<file path="src/rtl/disp_pkg.sv">
// rtl/disp_pkg.sv - shared display codes, state encoding and BCD width
package disp_pkg;

  // Three decimal digits of four bits each
  localparam int BCD_W = 12;

  localparam logic [4:0] CODE_DASH  = 5'h11;
  localparam logic [4:0] CODE_BLANK = 5'h12;
  localparam logic [4:0] CODE_ZERO  = 5'h00;

  typedef enum logic [1:0] {
    ST_IDLE   = 2'd0,
    ST_SHIFT  = 2'd1,
    ST_FORMAT = 2'd2
  } state_t;

endpackage

</file>
<file path="src/rtl/dabble_step.sv">
// rtl/dabble_step.sv - one combinational double-dabble iteration
module dabble_step
  import disp_pkg::*;
(
  input  logic [BCD_W-1:0] bcd_in,
  input  logic             mag_msb,
  output logic [BCD_W-1:0] bcd_out
);

  logic [BCD_W-1:0] adj;

  // Add 3 to every nibble >= 5, then shift left pulling in the next magnitude bit
  always_comb begin
    adj = bcd_in;
    for (int i = 0; i < BCD_W / 4; i++) begin
      if (bcd_in[4*i +: 4] >= 4'd5) begin
        adj[4*i +: 4] = bcd_in[4*i +: 4] + 4'd3;
      end
    end
    bcd_out = {adj[BCD_W-2:0], mag_msb};
  end

endmodule

</file>
<file path="src/rtl/disp_value_ctrl.sv">
// rtl/disp_value_ctrl.sv - signed value to 3-digit display code sequencer
module disp_value_ctrl
  import disp_pkg::*;
#(
  parameter int BLINK_W = 24,
  parameter int VAL_W   = 10
) (
  input  logic             clk,
  input  logic             reset,
  input  logic             val_valid,
  output logic             val_ready,
  input  logic [VAL_W-1:0] val_data,
  input  logic             blink,
  input  logic [2:0]       dp_req,
  output logic [4:0]       hex2,
  output logic [4:0]       hex1,
  output logic [4:0]       hex0,
  output logic [2:0]       dp_out,
  output logic [2:0]       en_out
);

  localparam int CNT_W = $clog2(VAL_W + 1);

  state_t             state_q, state_d;
  logic [VAL_W-1:0]   mag_q, mag_d;
  logic               sign_q, sign_d;
  logic [BCD_W-1:0]   bcd_q, bcd_d;
  logic [CNT_W-1:0]   cnt_q, cnt_d;
  logic [4:0]         hex2_q, hex2_d, hex1_q, hex1_d, hex0_q, hex0_d;
  logic [BLINK_W-1:0] blink_cnt_q, blink_cnt_d;
  logic               blink_r_q, blink_r_d;
  logic [2:0]         en_q, en_d;
  logic [2:0]         dp_q, dp_d;

  logic [BCD_W-1:0]   bcd_step;
  logic [4:0]         fmt2, fmt1, fmt0;
  logic [3:0]         dig2, dig1, dig0;

  dabble_step u_dabble_step (
    .bcd_in  (bcd_q),
    .mag_msb (mag_q[VAL_W-1]),
    .bcd_out (bcd_step)
  );

  assign val_ready = (state_q == ST_IDLE);

  assign dig2 = bcd_q[11:8];
  assign dig1 = bcd_q[7:4];
  assign dig0 = bcd_q[3:0];

  // Map converted digits to display codes: blanking, sign dash placement, overflow
  always_comb begin
    fmt2 = {1'b0, dig2};
    fmt1 = {1'b0, dig1};
    fmt0 = {1'b0, dig0};
    if (!sign_q) begin
      if (dig2 == 4'd0) begin
        fmt2 = CODE_BLANK;
        if (dig1 == 4'd0) fmt1 = CODE_BLANK;
      end
    end else if (dig2 != 4'd0) begin
      fmt2 = CODE_DASH;
      fmt1 = CODE_DASH;
      fmt0 = CODE_DASH;
    end else if (dig1 != 4'd0) begin
      fmt2 = CODE_DASH;
    end else begin
      fmt2 = CODE_BLANK;
      fmt1 = CODE_DASH;
    end
  end

  // Next-state: accept, shift VAL_W bits, format; plus blink and dp pipelines
  always_comb begin
    state_d     = state_q;
    mag_d       = mag_q;
    sign_d      = sign_q;
    bcd_d       = bcd_q;
    cnt_d       = cnt_q;
    hex2_d      = hex2_q;
    hex1_d      = hex1_q;
    hex0_d      = hex0_q;
    blink_cnt_d = blink_cnt_q + BLINK_W'(1);
    blink_r_d   = blink;
    en_d        = blink_r_q ? {3{~blink_cnt_q[BLINK_W-1]}} : 3'b111;
    dp_d        = dp_req;
    case (state_q)
      ST_IDLE: begin
        if (val_valid) begin
          sign_d  = val_data[VAL_W-1];
          mag_d   = val_data[VAL_W-1] ? (~val_data + VAL_W'(1)) : val_data;
          bcd_d   = '0;
          cnt_d   = '0;
          state_d = ST_SHIFT;
        end
      end
      ST_SHIFT: begin
        bcd_d = bcd_step;
        mag_d = {mag_q[VAL_W-2:0], 1'b0};
        cnt_d = cnt_q + CNT_W'(1);
        if (cnt_q == CNT_W'(VAL_W - 1)) state_d = ST_FORMAT;
      end
      ST_FORMAT: begin
        hex2_d  = fmt2;
        hex1_d  = fmt1;
        hex0_d  = fmt0;
        state_d = ST_IDLE;
      end
      default: state_d = ST_IDLE;
    endcase
  end

  // State and output registers; reset aborts any conversion in flight
  always_ff @(posedge clk or posedge reset) begin
    if (reset) begin
      state_q     <= ST_IDLE;
      mag_q       <= '0;
      sign_q      <= 1'b0;
      bcd_q       <= '0;
      cnt_q       <= '0;
      hex2_q      <= CODE_BLANK;
      hex1_q      <= CODE_BLANK;
      hex0_q      <= CODE_ZERO;
      blink_cnt_q <= '0;
      blink_r_q   <= 1'b0;
      en_q        <= 3'b111;
      dp_q        <= 3'b000;
    end else begin
      state_q     <= state_d;
      mag_q       <= mag_d;
      sign_q      <= sign_d;
      bcd_q       <= bcd_d;
      cnt_q       <= cnt_d;
      hex2_q      <= hex2_d;
      hex1_q      <= hex1_d;
      hex0_q      <= hex0_d;
      blink_cnt_q <= blink_cnt_d;
      blink_r_q   <= blink_r_d;
      en_q        <= en_d;
      dp_q        <= dp_d;
    end
  end

  assign hex2   = hex2_q;
  assign hex1   = hex1_q;
  assign hex0   = hex0_q;
  assign en_out = en_q;
  assign dp_out = dp_q;

endmodule

</file>
<file path="config.mk">
export PLATFORM = sky130hd
export DESIGN_NAME = disp_value_ctrl
export DESIGN_NICKNAME = d
export VERILOG_FILES = /design/src/rtl/disp_pkg.sv /design/src/rtl/dabble_step.sv /design/src/rtl/disp_value_ctrl.sv
export SDC_FILE = /design/constraint.sdc
export NUM_CORES = 1
export LEC_CHECK = 0
export ABC_AREA = 1
export CAP_MARGIN = 40
export CORE_MARGIN = 5
export CORE_UTILIZATION = 51
export CTS_CLUSTER_DIAMETER = 80
export DETAILED_ROUTE_END_ITERATION = 8
export PLACE_DENSITY = 0.76
export RECOVER_POWER = 100
export SYNTH_ARGS = -nofsm -noshare
export SYNTH_HDL_FRONTEND = slang
export SYNTH_SLANG_ARGS = --single-unit
</file>
<file path="constraint.sdc">
create_clock -name clk -period 2.35 [get_ports clk]
set_clock_uncertainty 0.05 [all_clocks]
set_input_delay 0.3525 -clock clk [delete_from_list [all_inputs] [get_ports clk]]
set_output_delay 0.3525 -clock clk [all_outputs]
set_load 0.02 [all_outputs]
</file>
==> qor.csv, run 1 <==
stage;metric;value;unit
critical_path;CP endpoint kind;output port;
layout;Design Area, Final;4310;sq um
critical_path;CP cell instances;nor2_2, dlygate4sd3_1;
floorplanning;row cnt;31;
layout;diode count;0;
timing;FMAX;472;MHz
drt;Vias;2985;
synth;top cell type's share of synthesized area;0.461;
cts;H-tree Lvls;3;
critical_path;kind of critical path;reg -> out;
global_routing;global-route wire length before repair;12.7;mm
layout;Finished Core Util;0.604;
run_status;status;finished clean;
global_routing;vias in the first global route;2860;
floorplanning;core area;7140;sq um
cts;cts-stage hold buffer count;0;
layout;share of layout cells above drive strength 1;0.0760;
cts;CTS Buf Count;9;
synth;most frequent cell after synthesis;nand2_1;
power_and_ir_drop;Leakage;2.03;nW
placement;routability cong.;0.882;
drt;Pre-antenna DRT Iters;4;
timing;Worst slew margin;0.296;
global_routing;total gr overflow;0;
timing;TNS Setup;0;ps
timing;Final period util;0.902;
drt;DR WL/cell;12.4;um
critical_path;slowest CP cell;dlygate4sd3_1;
placement;Post-DP HPWL;5.41;mm
floorplanning;I/O pin cnt;39;
synth;Synth top cells by count;125 x nand2_1, 68 x dfrtp_1, 49 x nor2_1;
timing;fin. max-slew vios;0;
power_and_ir_drop;Pwr Density;1070;nW/um^2
critical_path;worst stage delay on the critical path;710;ps
synth;Synth Warn #;0;
synth;unique cell type count in the Yosys netlist;34;
layout;# nets final;509;
synth;Mapped Avg Cell Area;8.48;sq um
placement;placed instance area;4200;sq um
synth;Yosys reg bits;73;
drt;DR iter-0 viols;160;
timing;Worst Tran Pin Value;1050;ps
job;MaxCap Viol Count;0;
critical_path;Setup crit start kind;flip-flop;
floorplanning;DIE HEIGHT;95.0;um
cts;CTS tree;built;
timing;endpoints failing hold;0;
synth;post-synth top area cell;dfrtp_1;
critical_path;CP Data Arrival Time;1720;ps
synth;EDFF count, synth;0;
global_routing;largest net degree at the start of global routing;33;
synth;Async S/R FF share, synth;1.00;
layout;Area growth syn-to-layout;16.9;%
drt;DRC errors left;0;
cts;CTS sink cnt;73;
cts;post_cts resized;0;
cts;clock-pin slew on the worst setup and hold paths;70;ps
power_and_ir_drop;worst ir drop on vdd;0.406;mV
cts;post-CTS setup buffers;0;
synth;Synth area leaders;dfrtp_1 46%, nand2_1 13%, nor2_1 5.0%, inv_1 4.0%, nand3_1 3.7%;
floorplanning;Initial Util;0.517;
drt;final wirelength;7.27;mm
synth;Synth Cell Area;3690;sq um
critical_path;r2r setup slk;380;ps
synth;Post-synth top flop;dfrtp_1;
min_path;hold crit path type;reg -> reg;
global_routing;initial antenna violation count;0;
critical_path;Max FO, Critical Path;3;
cts;Root Driver;clkbuf_8;
synth;Syn Nets;462;
timing;final setup fails;0;
synth;Synth Instances;435;
floorplanning;die area;9030;sq um
critical_path;CP required;1950;ps
drt;DRT antenna net count;0;
timing;RSZ-0062 raised after global routing;false;
drt;Via density;5.09;
floorplanning;die width;95.0;um
timing;final hold slack;322;ps
global_routing;Global Route Usage Sum;0.179;
cts;clk buf depth;2;
cts;Worst-Skew Late Latency;340;ps
synth;part of the Yosys area used for sequential elements;0.497;
placement;buffers added on ports;38;
timing;fin crit period;2120;ps
worst max-delay path, delay by kind of cell, from the launching register on:
kind | cells | cell delay (ps)
simple gates | 1 | 240
flops | 1 | 430
buf+inv | 1 | 710
final timing paths:
kind	from	to	cells past startpoint
setup / recovery	state_q[1]	val_ready	2
setup reg to reg	state_q[1]	mag_q[9]	6
min in group asynchronous	reset	dp_out[1]	2
hold reg to reg	blink_r_q	en_out[1]	1
hold / removal	blink_r_q	en_out[1]	1
max in group asynchronous	reset	hex1[1]	3
registers in the layout (all words and copies together), names as in the netlist, 3 cells and up:
| register | flops |
|---|---|
| mag_q | 10 |
| blink_cnt_q | 24 |
| hex1 | 5 |
| bcd_q | 12 |
| hex0 | 5 |
| hex2 | 5 |
| dp_out | 3 |
| cnt_q | 4 |
final cells by class:
cell class              instances  area [sq um]
clock inverters                 3          15.0
fillers                       637          2830
flip-flops and latches         73          1830
repair buffers                 42           412
multi-input cells             310          1590
clock buffers                  13           159
inverters                      46           176
well taps                      99           124
layer usage:
metal | wire length [um] | track usage | vias to the layer above
li1 | - | - | 1498
met1 | 3400 | 0.246 | 1402
met2 | 3330 | 0.284 | 71
met3 | 393 | 0.0292 | 14
met4 | 148 | 0.0745 | 0
met5 | 0 | 0 | -
cell usage in the layout (no fill, tap or decap), drive strengths merged, types with 4 or more instances in the layout:
master,netlist,routed
nand2,131,131
dfrtp,68,68
nor2,56,56
inv,46,44
nand3,28,28
dlygate4sd3,0,28
o21ai,26,26
clkbuf,0,16
a21oi,11,11
xor2,10,10
ha,10,10
clkdlybuf4s50,0,10
xnor2,8,8
nand3b,8,8
o22ai,5,5
dfstp,5,5
a22oi,5,5
nand4,4,4
clkinv,0,4
where the power goes:
group | switching, mW | total, mW | leakage, nW | internal, mW
registers | 0.249 | 1.90 | 0.910 | 1.65
clock network | 0.432 | 0.869 | 0.0932 | 0.437
logic | 1.13 | 1.84 | 1.03 | 0.715
stage by stage:
step / worst slack (ps) / power (mW) / instances
global placement: 630 / 3.79 / 570
finish: 231 / 4.61 / 586
floorplan: 103 / 3.24 / 435
detailed placement: 606 / 3.86 / 570
CTS: 256 / 4.74 / 586
global route: 172 / 4.97 / 586
cells by family after synthesis:
family	synth area share
adders and majority gates	0.0339
DFF	0.497
buffers and inverters	0.0590
xor gates and xnor gates	0.0427
and+or+nand+nor	0.278
AOI/OAI and AO/OA	0.0896
No activity file was read; power rests on OpenSTA's default activity.
==> run 2, diff against run 1 <==
CORE_UTILIZATION = 50   (was 51)
MAX_ROUTING_LAYER = met4   (was not set)
PLACE_DENSITY = 0.75   (was 0.76)
==> run 2 against run 1 <==
  * Maximum frequency up 1.2%
  * Non-clock buffer count down 1
  * Final area down 0.46%
  * Register-to-register slack worse by 60 ps
  * Clock power up 25%
  * Largest power group unchanged
  * Critical endpoint unchanged
  * First-iteration DRC count up 4.4%
  * Critical path depth unchanged
==> qor.csv, run 2 (same netlist as run 1, synthesis figures left out) <==
stage;metric;value;unit;change
drt;Pre-antenna DRT Iters;5;;+1
drt;DRT antenna net count;0;;unchanged
layout;Area growth syn-to-layout;16.3;%;
job;MaxCap Viol Count;0;;unchanged
layout;# nets final;508;;-0.20%
floorplanning;die width;95.9;um;+0.89%
layout;Largest regs;blink_cnt_q (24), bcd_q (12), mag_q (10);;
layout;Finished Core Util;0.595;;-0.00927
cts;H-tree Lvls;3;;unchanged
cts;CTS tree;built;;
cts;post-CTS setup buffers;0;;unchanged
placement;Cells after DPL;569;;-0.18%
timing;RSZ-0062 raised after global routing;false;;
run_status;status;finished clean;;
drt;DR WL/cell;12.5;um;+0.78%
cts;clk buf depth;2;;unchanged
timing;final worst slack;255;ps;+24.2 ps
cts;CTS sink cnt;73;;unchanged
layout;Fillers;665;;+4.4%
layout;register with the most flip-flops;blink_cnt_q;;
critical_path;Max FO, Critical Path;3;;unchanged
timing;final setup fails;0;;unchanged
critical_path;CP Data Arrival Time;1690;ps;-30 ps
layout;commonest cells after routing, fill and taps aside;130 x nand2_1, 68 x dfrtp_1, 55 x nor2_1;;
placement;Setup WS pre-CTS;626;ps;+19.9 ps
layout;Design Area, Final;4290;sq um;-0.46%
placement;buffers added on ports;38;;unchanged
floorplanning;Initial Util;0.511;;-0.00556
timing;Final period util;0.891;;-0.0103
critical_path;CP endpoint kind;output port;;
drt;final wirelength;7.32;mm;+0.60%
floorplanning;core area;7210;sq um;+1.1%
power_and_ir_drop;worst ir drop on vdd;0.512;mV;+26%
placement;Post-DP HPWL;5.42;mm;+0.25%
cts;post_cts resized;0;;unchanged
floorplanning;I/O pin cnt;39;;unchanged
timing;Worst slew margin;0.319;;+0.0231
cts;CTS Buf Count;9;;unchanged
layout;most common cell after layout, fill and taps aside;nand2_1;;
layout;share of layout cells above drive strength 1;0.0556;;-0.0204
floorplanning;row cnt;31;;unchanged
global_routing;Global Route Usage Sum;0.179;;-0.000555
cts;cts-stage hold buffer count;0;;unchanged
timing;Worst Tran Pin Value;1020;ps;-33.5 ps
global_routing;largest net degree at the start of global routing;48;;+45%
drt;DRC errors left;0;;unchanged
layout;area of the multi-input gates;1540;sq um;-3.4%
timing;endpoints failing hold;0;;unchanged
drt;Via density;5.10;;+0.10%
power_and_ir_drop;Leakage;2.03;nW;about the same
timing;fin. max-slew vios;0;;unchanged
placement;routability cong.;0.946;;+7.3%
min_path;hold crit path type;reg -> reg;;
timing;TNS Setup;0;ps;unchanged
power_and_ir_drop;Pwr Density;1110;nW/um^2;+3.8%
global_routing;vias in the first global route;2780;;-2.8%
floorplanning;die area;9190;sq um;+1.8%
layout;max reg flops;24;;unchanged
drt;DR iter-0 viols;167;;+4.4%
timing;FMAX;477;MHz;+1.2%
layout;fin cells;585;;-0.17%
power_and_ir_drop;total power draw;4.76;mW;+3.3%
cts;Worst-Skew Late Latency;340;ps;about the same
global_routing;total gr overflow;0;;unchanged
timing;final hold slack;329;ps;+7.17 ps
layout;FF+latch area;1830;sq um;unchanged
global_routing;global-route wire length before repair;12.5;mm;-1.7%
layout;diode count;0;;unchanged
critical_path;kind of critical path;reg -> out;;
global_routing;initial antenna violation count;0;;unchanged
timing;fin crit period;2090;ps;-24.2 ps
critical_path;CP required;1950;ps;about the same
cts;Root Driver;clkbuf_8;;
floorplanning;DIE HEIGHT;95.9;um;+0.89%
drt;Vias;2983;;-0.067%
cts;clock-pin slew on the worst setup and hold paths;70;ps;about the same
placement;placed instance area;4190;sq um;-0.18%
critical_path;Setup crit start kind;flip-flop;;
[run 2: worst paths after layout]
path | start | end | slack [ps] | depth (start not counted)
setup / recovery | state_q[1] | val_ready | 260 | 2
hold / removal | blink_r_q | en_out[1] | 330 | 1
setup reg to reg | state_q[1] | mag_q[3] | 320 | 6
hold reg to reg | blink_r_q | en_out[1] | 330 | 1
max in group asynchronous | reset | mag_q[5] | 480 | 3
min in group asynchronous | reset | dp_out[2] | 570 | 2
[run 2: final cells by class]
class	count	area share
Timing Repair Buffer	41	0.0922
Multi-Input combinational cell	310	0.358
Inverter	46	0.0414
Clock buffer	14	0.0379
Clock inverter	2	0.0140
Sequential cell	73	0.427
Tap cell	99	0.0289
[run 2: power breakdown]
group | internal [mW] | switching (mW) | total, mW
clock network | 0.658 | 0.431 | 1.09
registers | 1.66 | 0.248 | 1.90
logic | 0.682 | 1.09 | 1.77
total | 3.00 | 1.77 | 4.76
[run 2: layer usage]
layer	track usage	up-vias	share of wire
met3	0.0344	13	0.053
met4	0.0746	0	0.019
li1	-	1485	-
met1	0.236	1422	0.48
met5	-	-	0
met2	0.270	63	0.45
[run 2: worst max-delay path, stage by stage (launching register included)]
cell and delay, ps:
dfrtp_1 410, nor2_1 230, dlygate4sd3_1 720
